--- config.mk ---
export PLATFORM = sky130hd
export DESIGN_NAME = uart_rx
export DESIGN_NICKNAME = d
export VERILOG_FILES = /design/src/rtl/uart_rx.sv
export SDC_FILE = /design/constraint.sdc
export NUM_CORES = 1
export LEC_CHECK = 0
export CAP_MARGIN = 20
export CORE_MARGIN = 5
export CORE_UTILIZATION = 36
export CTS_CLUSTER_DIAMETER = 120
export DETAILED_ROUTE_END_ITERATION = 6
export SLEW_MARGIN = 20
export SYNTH_ARGS = -nofsm -noshare
export SYNTH_HDL_FRONTEND = slang
export SYNTH_SLANG_ARGS = --single-unit
--- constraint.sdc ---
create_clock -name clk -period 3.75 [get_ports clk]
set_input_delay 0.75 -clock clk [delete_from_list [all_inputs] [get_ports clk]]
set_output_delay 0.75 -clock clk [all_outputs]
set_load 0.005 [all_outputs]
--- src/rtl/uart_rx.sv ---
// ---------------------------------------------------------------------------
// uart_rx -- 8N1 serial receiver, LSB first, mid-bit sampling.
//
// Deserialises the host serial stream into bytes for the operand/opcode path.
// Received bytes are held on a valid/ready output. Framing errors and
// overruns are reported as single-cycle pulses.
//
// Handshake: data_o carries a byte whenever valid_o is high. The byte is
// consumed in any cycle where valid_o & ready_i. valid_o then clears in the
// next cycle unless a new byte loads in that same cycle. ready_i is ignored
// while valid_o is low. ready_i reaches no output combinationally.
//
// Ports:
//   clk          in   1  system clock
//   rst          in   1  synchronous active-high reset
//   rx_i         in   1  asynchronous serial line, idle high
//   data_o       out  8  received byte
//   valid_o      out  1  data_o holds an unconsumed byte
//   ready_i      in   1  consumer accepts when valid_o & ready_i
//   busy_o       out  1  frame in progress (state != IDLE)
//   frame_err_o  out  1  one-cycle pulse: stop bit sampled low
//   overrun_o    out  1  one-cycle pulse: unaccepted byte was overwritten
// ---------------------------------------------------------------------------
module uart_rx #(
    parameter int CLKS_PER_BIT = 217
) (
    input  logic       clk,
    input  logic       rst,
    input  logic       rx_i,
    output logic [7:0] data_o,
    output logic       valid_o,
    input  logic       ready_i,
    output logic       busy_o,
    output logic       frame_err_o,
    output logic       overrun_o
);

    localparam int HALF_BIT = CLKS_PER_BIT / 2;
    localparam int CW       = $clog2(CLKS_PER_BIT);

    typedef enum logic [2:0] {
        S_IDLE,
        S_START,
        S_DATA,
        S_STOP,
        S_WAIT_IDLE
    } state_t;

    state_t        r_state;
    state_t        w_state_nxt;
    logic [CW-1:0] r_cnt;
    logic [CW-1:0] w_cnt_nxt;
    logic [2:0]    r_idx;
    logic [2:0]    w_idx_nxt;
    logic [7:0]    r_shift;
    logic [7:0]    w_shift_nxt;
    logic          r_rx_meta;
    logic          r_rx_s;
    logic          w_load;
    logic          w_ferr;
    logic          w_cnt_last;
    logic          w_cnt_half;

    // Two-flop synchroniser; both stages reset to the idle-high line level
    // so a reset never looks like a start edge.
    always_ff @(posedge clk) begin
        if (rst) begin
            r_rx_meta <= 1'b1;
            r_rx_s    <= 1'b1;
        end else begin
            r_rx_meta <= rx_i;
            r_rx_s    <= r_rx_meta;
        end
    end

    assign w_cnt_last = (r_cnt == CW'(CLKS_PER_BIT - 1));
    assign w_cnt_half = (r_cnt == CW'(HALF_BIT - 1));

    // State and datapath registers.
    always_ff @(posedge clk) begin
        if (rst) begin
            r_state <= S_IDLE;
            r_cnt   <= '0;
            r_idx   <= '0;
            r_shift <= '0;
        end else begin
            r_state <= w_state_nxt;
            r_cnt   <= w_cnt_nxt;
            r_idx   <= w_idx_nxt;
            r_shift <= w_shift_nxt;
        end
    end

    // Next-state logic.
    always_comb begin
        w_state_nxt = r_state;
        w_cnt_nxt   = r_cnt;
        w_idx_nxt   = r_idx;
        w_shift_nxt = r_shift;
        w_load      = 1'b0;
        w_ferr      = 1'b0;
        case (r_state)
            S_IDLE: begin
                if (!r_rx_s) begin
                    w_state_nxt = S_START;
                    w_cnt_nxt   = '0;
                end
            end
            S_START: begin
                if (w_cnt_half) begin
                    w_cnt_nxt = '0;
                    w_idx_nxt = '0;
                    // Line back high at mid start bit: treat as a glitch.
                    w_state_nxt = r_rx_s ? S_IDLE : S_DATA;
                end else begin
                    w_cnt_nxt = r_cnt + CW'(1);
                end
            end
            S_DATA: begin
                if (w_cnt_last) begin
                    w_cnt_nxt   = '0;
                    // Right shift: first (LSB) bit ends up in bit 0.
                    w_shift_nxt = {r_rx_s, r_shift[7:1]};
                    if (r_idx == 3'd7) begin
                        w_state_nxt = S_STOP;
                    end else begin
                        w_idx_nxt = r_idx + 3'd1;
                    end
                end else begin
                    w_cnt_nxt = r_cnt + CW'(1);
                end
            end
            S_STOP: begin
                if (w_cnt_last) begin
                    w_cnt_nxt = '0;
                    if (r_rx_s) begin
                        w_load      = 1'b1;
                        w_state_nxt = S_IDLE;
                    end else begin
                        w_ferr      = 1'b1;
                        w_state_nxt = S_WAIT_IDLE;
                    end
                end else begin
                    w_cnt_nxt = r_cnt + CW'(1);
                end
            end
            S_WAIT_IDLE: begin
                // A held-low line (break) must not be taken as a new start.
                if (r_rx_s) begin
                    w_state_nxt = S_IDLE;
                end
            end
            default: begin
                w_state_nxt = S_IDLE;
            end
        endcase
    end

    // Output register: byte holding stage and error pulses.
    always_ff @(posedge clk) begin
        if (rst) begin
            data_o      <= 8'h00;
            valid_o     <= 1'b0;
            frame_err_o <= 1'b0;
            overrun_o   <= 1'b0;
        end else begin
            frame_err_o <= w_ferr;
            overrun_o   <= 1'b0;
            if (w_load) begin
                data_o  <= r_shift;
                valid_o <= 1'b1;
                // Accepting the old byte in the load cycle is not an overrun.
                overrun_o <= valid_o & ~ready_i;
            end else if (valid_o && ready_i) begin
                valid_o <= 1'b0;
            end
        end
    end

    assign busy_o = (r_state != S_IDLE);

endmodule

==> results of run 1 <==
[layer usage]
| metal | part of all wire, % | track usage (%) | vias to the layer above | wire length (um) |
|---|---|---|---|---|
| met5 | 0 | 0 | - | 0 |
| met4 | 0.64 | 4.55 | 0 | 19 |
| met3 | 3.9 | 3.07 | 4 | 115 |
| met2 | 49 | 17.1 | 20 | 1460 |
| met1 | 46 | 13.3 | 551 | 1350 |
| li1 | - | - | 611 | - |
[kinds of logic after synthesis]
| logic type | after synthesis |
|---|---|
| fa+ha+maj | 4 |
| mux | 17 |
| xor+xnor | 1 |
| buf+inv | 14 |
| flops | 35 |
| compound gates | 27 |
| simple gates | 70 |
[synthesized netlist by cell type, drive strengths merged (3+ instances only)]
cell | n | share of area (%)
or2 | 4 | 1.6
buf | 4 | 1.3
mux2i | 17 | 11
ha | 4 | 3.2
a21oi | 6 | 2.6
nand2b | 4 | 1.6
nand2 | 11 | 3.1
o21ai | 4 | 1.3
a22o | 3 | 1.7
inv | 5 | 1.2
dfxtp | 35 | 45
nand3 | 4 | 1.3
nor2 | 28 | 6.7
a21o | 4 | 1.9
clkbuf | 5 | 1.2
[through the flow]
stage                     total power [mW]  hold WS, ns  instance area (sq um)  util, %  std cells
after floorplan                      0.549        0.389                   1570        -        168
after global placement               0.579        0.391                   1760     40.9        227
after detailed placement             0.589        0.403                   1760     40.9        227
after CTS                            0.941        0.419                   1870     43.6        235
after global routing                 0.980        0.430                   1870     43.6        235
final                                0.928        0.415                   1870     43.6        235
[critical path, stage by stage, from the launching register on]
cell	delay, ns
dfxtp_1	0.41
or3_1	0.41
clkdlybuf4s50_1	0.45
[registers in the layout, indices dropped and copies added (netlist names)]
| signal | flops |
|---|---|
| data_o | 8 |
| r_idx | 3 |
| r_rx_meta | 1 |
| r_shift | 8 |
| frame_err_o | 1 |
| overrun_o | 1 |
| valid_o | 1 |
| r_rx_s | 1 |
| r_cnt | 8 |
| r_state | 3 |
[worst max-delay path by stage]
stage / startpoint / endpoint
after CTS: r_state[2] / busy_o
after detailed placement: rst / r_cnt[5]
final: r_state[2] / busy_o
after floorplan: r_cnt[0] / r_state[0]
after global placement: rst / r_cnt[4]
after global routing: r_state[2] / busy_o
[area by class of cell]
class / instances / area, sq um
timing repair buffer: 16 / 158
clock buffer: 6 / 82.6
tap: 52 / 65.1
inverter: 5 / 18.8
sequential: 35 / 701
multi-input combinational: 119 / 815
fill: 428 / 2420
clock inverter: 2 / 35.0
[power breakdown]
group	internal (mW)	switching, mW
Sequential	0.388	0.0232
Clock	0.215	0.131
Combinational	0.0801	0.0911
==> metrics.yaml, run 1 <==
final_layout:
  syn2layout_area_growth_pct: 19.2
  layout_common_cells: "dfxtp_1 (35), nor2_1 (28), mux2i_1 (17)"
  antennaDiodeCount: 0
  final_common_cell: "dfxtp_1"
  fin_nets: 190
  drive_gt1_share_pct: 9.29
power_and_ir_drop:
  vdd_drop_max_v: 0.000261
  p_leak_nw: 0.770
  powerDensity_mw_per_mm2: 495
worst_setup_path:
  timing.rr.start: "r_cnt[0]"
  cp-start-kind: "flop"
  worstRegToRegCells: 7
  cp_data_arrival_time_ns: 1.55
  required_ns: 3.00
  r2r_slack_ns: 1.76
  worstReg2RegEnd: "data_o[2]"
  critical_path.endpoint_type: "output pin"
  critPathKind: "reg2out"
  crit_fanout: 12
drt:
  routedWlPerCell_um: 12.5
  ant_nets: 0
  wl_um: 2950
  via_per_inst: 5.05
  num_vias: 1186
  drcViolationCount: 0
  drt_iter0_markers: 90
  first_pass_iters: 4
die:
  core_sq_mm: 0.00429
  fp.dieH_um: 76.1
  start_util_pct: 36.6
  ios: 16
  die_w_um: 76.1
  dieArea_sq_mm: 0.00579
  placementRows: 24
timing:
  post-route-period-util_pct: 61.3
  tightestPinTransition_ns: 0.517
  setup_viol: 0
  rsz0062_at_grt: "false"
  slew-limit-headroom_pct: 65.6
  fmax_mhz: 435
  post-route-min-period_ns: 2.30
  slew_viol_final: 0
  fin_ws_ns: 1.45
  setup_tns_ns: 0
  hold_viol: 0
  clock_skew_ns: 0.00463
global_routing:
  grt_pass1_vias: 1213
  grt_pass1_wl_um: 5280
  grt_use_total_pct: 10.7
  antenna_found_initial: 0
  grt_start_max_net_pins: 33
  grt.overflow.total: 0
outcome:
  outcome: "complete, no violations"
yosys:
  synth_edf_count: 0
  synth_fp_nets: 176
  synth-xor-area-share_pct: 0.557
  ys_types: 42
  synth_area_sq_mm: 0.00157
  synthArstFlopShare_pct: 0
  synth.avg_cell_area_sq_um: 9.36
  synth-main-ff-cell: "dfxtp_1"
  synth_fa_ha_area_share_pct: 3.18
  synthMuxAreaShare_pct: 10.8
  yosysWarnings: 0
  synth_top_family_by_area: "simple AND/OR/NAND/NOR gates"
  yosys.area_share.simple_pct: 23.6
  syn_inst: 168
  synth_compound_area_share_pct: 13.6
  ys_seq_area_share_pct: 44.6
  synth-seq-cells: 35
placement:
  gp_congestion: 0.786
  dp_slack_ns: 1.56
  io_buffers: 15
  dp_hpwl_um: 2100
flow_run:
  max_cap_violations: 0
worst_hold_path:
  whs_path_depth: 1
  min_from: "r_rx_meta"
  min_path_type: "reg2reg"
  min_to: "r_rx_s"
cts:
  clkTransAtPathRegs_ns: 0.07
  ctsHoldBuffers: 0
  cts-buffers-inserted: 5
  cts_sinks: 35
  cts_max_level: 2
  root_buffer: "clkbuf_8"
  post-cts-setup-buffers: 0
  cts_tree: "done"
  ctsResizeCount: 0
  clk_path_buf_depth: 2
  clk_latency_ns: 0.28
Power figures use the tool's default switching activity.
==> run 2: changes to the inputs <==
==> constraint.sdc (replaced) <==
create_clock -name clk -period 2.4 [get_ports clk]
set_input_delay 0.48 -clock clk [delete_from_list [all_inputs] [get_ports clk]]
set_output_delay 0.48 -clock clk [all_outputs]
set_load 0.005 [all_outputs]
==> run 2 against run 1 <==
  * Combinational power rose by 56%
  * Global-route usage rose by 0.49 points
  * Hold slack barely moved
  * Sequential power rose by 55%
  * Critical path type unchanged
  * Design area fell by 1.2%
  * Die area did not move
  * Core utilization fell by 0.52 points
  * Sequential share of layout area rose by 0.45 points
  * Setup slack got worse by 1.1 ns
  * Non-clock buffer count rose by 1
  * Total power rose by 44%
  * Via count rose by 2.2%
==> metrics.yaml, run 2 (synthesis results as in run 1) <==
drt:
  wl_um: 3010
  highest_layer: "met4"
  drcViolationCount: 0
  met2WireLength_um: 1440
  ant_nets: 0
  routedWlPerCell_um: 12.8
  via_per_inst: 5.16
  met3_length_um: 134
  drt_iter0_markers: 61
  first_pass_iters: 4
  num_vias: 1212
  wl_met1_um: 1370
worst_setup_path:
  timing.critical_path.buf_inv: 1
  crit_path_start: "r_state[2]"
  cp_data_arrival_time_ns: 1.55
  cp-start-kind: "flop"
  worstRegToRegCells: 7
  crit_fanout: 12
  crit_end: "busy_o"
  worstReg2RegEnd: "data_o[2]"
  slowest_stage: "clkdlybuf4s50_1"
  timing.rr.start: "r_cnt[0]"
  cp_num_cells: 2
  r2r_slack_ns: 0.49
  critPathKind: "reg2out"
  cp_cell_sequence: "or3_1 -> clkdlybuf4s50_1"
  critical_path.endpoint_type: "output pin"
  cp_slowest_stage_delay_ns: 0.45
  cpLargestDelayFamily: "buffers and inverters"
  required_ns: 1.92
flow_run:
  max_cap_violations: 0
final_layout:
  final_common_cell: "dfxtp_1"
  syn2layout_area_growth_pct: 17.7
  layout_common_cells: "dfxtp_1 (35), nor2_1 (28), mux2i_1 (17)"
  antennaDiodeCount: 0
  fin_nets: 191
  top_regs: "data_o: 8 flops, r_cnt: 8 flops, r_shift: 8 flops"
  fin_area_sq_mm: 0.00185
  drive_gt1_share_pct: 9.29
timing:
  slew_viol_final: 0
  rsz0062_at_grt: "false"
  setup_tns_ns: 0
  fmax_mhz: 492
  tightestPinTransition_ns: 0.495
  slew-limit-headroom_pct: 66.9
  setup_viol: 0
  post-route-period-util_pct: 84.7
  hold_viol: 0
  post-route-min-period_ns: 2.03
  clock_skew_ns: 0.00869
global_routing:
  grt_pass1_vias: 1160
  grt_start_max_net_pins: 23
  grt_pass1_wl_um: 5300
  antenna_found_initial: 0
  grt_use_total_pct: 11.2
  grt.overflow.total: 0
cts:
  clk_latency_ns: 0.29
  cts_tree: "done"
  clk_path_buf_depth: 2
  clkTransAtPathRegs_ns: 0.07
  cts_max_level: 2
  ctsHoldBuffers: 0
  cts_sinks: 35
  post-cts-setup-buffers: 0
  cts-buffers-inserted: 5
  root_buffer: "clkbuf_8"
  ctsResizeCount: 0
die:
  dieArea_sq_mm: 0.00579
  placementRows: 24
  fp.dieH_um: 76.1
  ios: 16
  core_sq_mm: 0.00429
  die_w_um: 76.1
  start_util_pct: 36.6
power_and_ir_drop:
  vdd_drop_max_v: 0.000448
  powerDensity_mw_per_mm2: 723
  p_leak_nw: 0.761
placement:
  gp_congestion: 0.840
  io_buffers: 15
  place_area_sq_mm: 0.00176
  dp_hpwl_um: 2150
outcome:
  outcome: "complete, no violations"
worst_hold_path:
  min_path_type: "reg2reg"
## run 2: changes by cell type in the layout (fill, tap and decap cells not counted)
| cell | change |
|---|---|
| buf_4 | +1 |
| bufinv_16 | -1 |
## run 2: final cells by class
class / count / area (sq um)
well taps: 52 / 65.1
clock buffers: 6 / 82.6
multi-input cells: 119 / 815
repair buffers: 17 / 165
flip-flops and latches: 35 / 701
clock inverters: 1 / 5.00
fillers: 421 / 2440
inverters: 5 / 18.8
## run 2: worst min-delay path by stage
stage | start | end | slack, ns | cells past startpoint
floorplan | r_rx_meta | r_rx_s | 0.39 | 1
CTS | r_rx_meta | r_rx_s | 0.42 | 1
finish | r_rx_meta | r_rx_s | 0.42 | 1
global route | r_rx_meta | r_rx_s | 0.43 | 1
detailed placement | r_rx_meta | r_rx_s | 0.40 | 1
global placement | r_rx_meta | r_rx_s | 0.39 | 1
## run 2: report_power, final
| part | internal [mW] | switching [mW] |
|---|---|---|
| Combinational | 0.123 | 0.144 |
| Clock | 0.225 | 0.208 |
| Sequential | 0.606 | 0.0325 |
| Total | 0.954 | 0.385 |
## run 2: per-stage QoR
step	power [mW]	setup WS (ns)	hold slack, ns	util (%)	instances
final	1.34	0.368	0.415	43.1	235
after global routing	1.42	0.257	0.432	43.1	235
after CTS	1.35	0.358	0.422	43.1	235
after detailed placement	0.917	0.429	0.403	41.1	228
after global placement	0.904	0.446	0.391	41.1	228
after floorplan	0.857	0.696	0.389	-	168
## run 2: per-layer routing
layer | up-vias | global-route usage [%]
met5 | - | 0
li1 | 612 | -
met1 | 560 | 12.7
met2 | 33 | 17.7
met3 | 7 | 4.26
met4 | 0 | 6.47
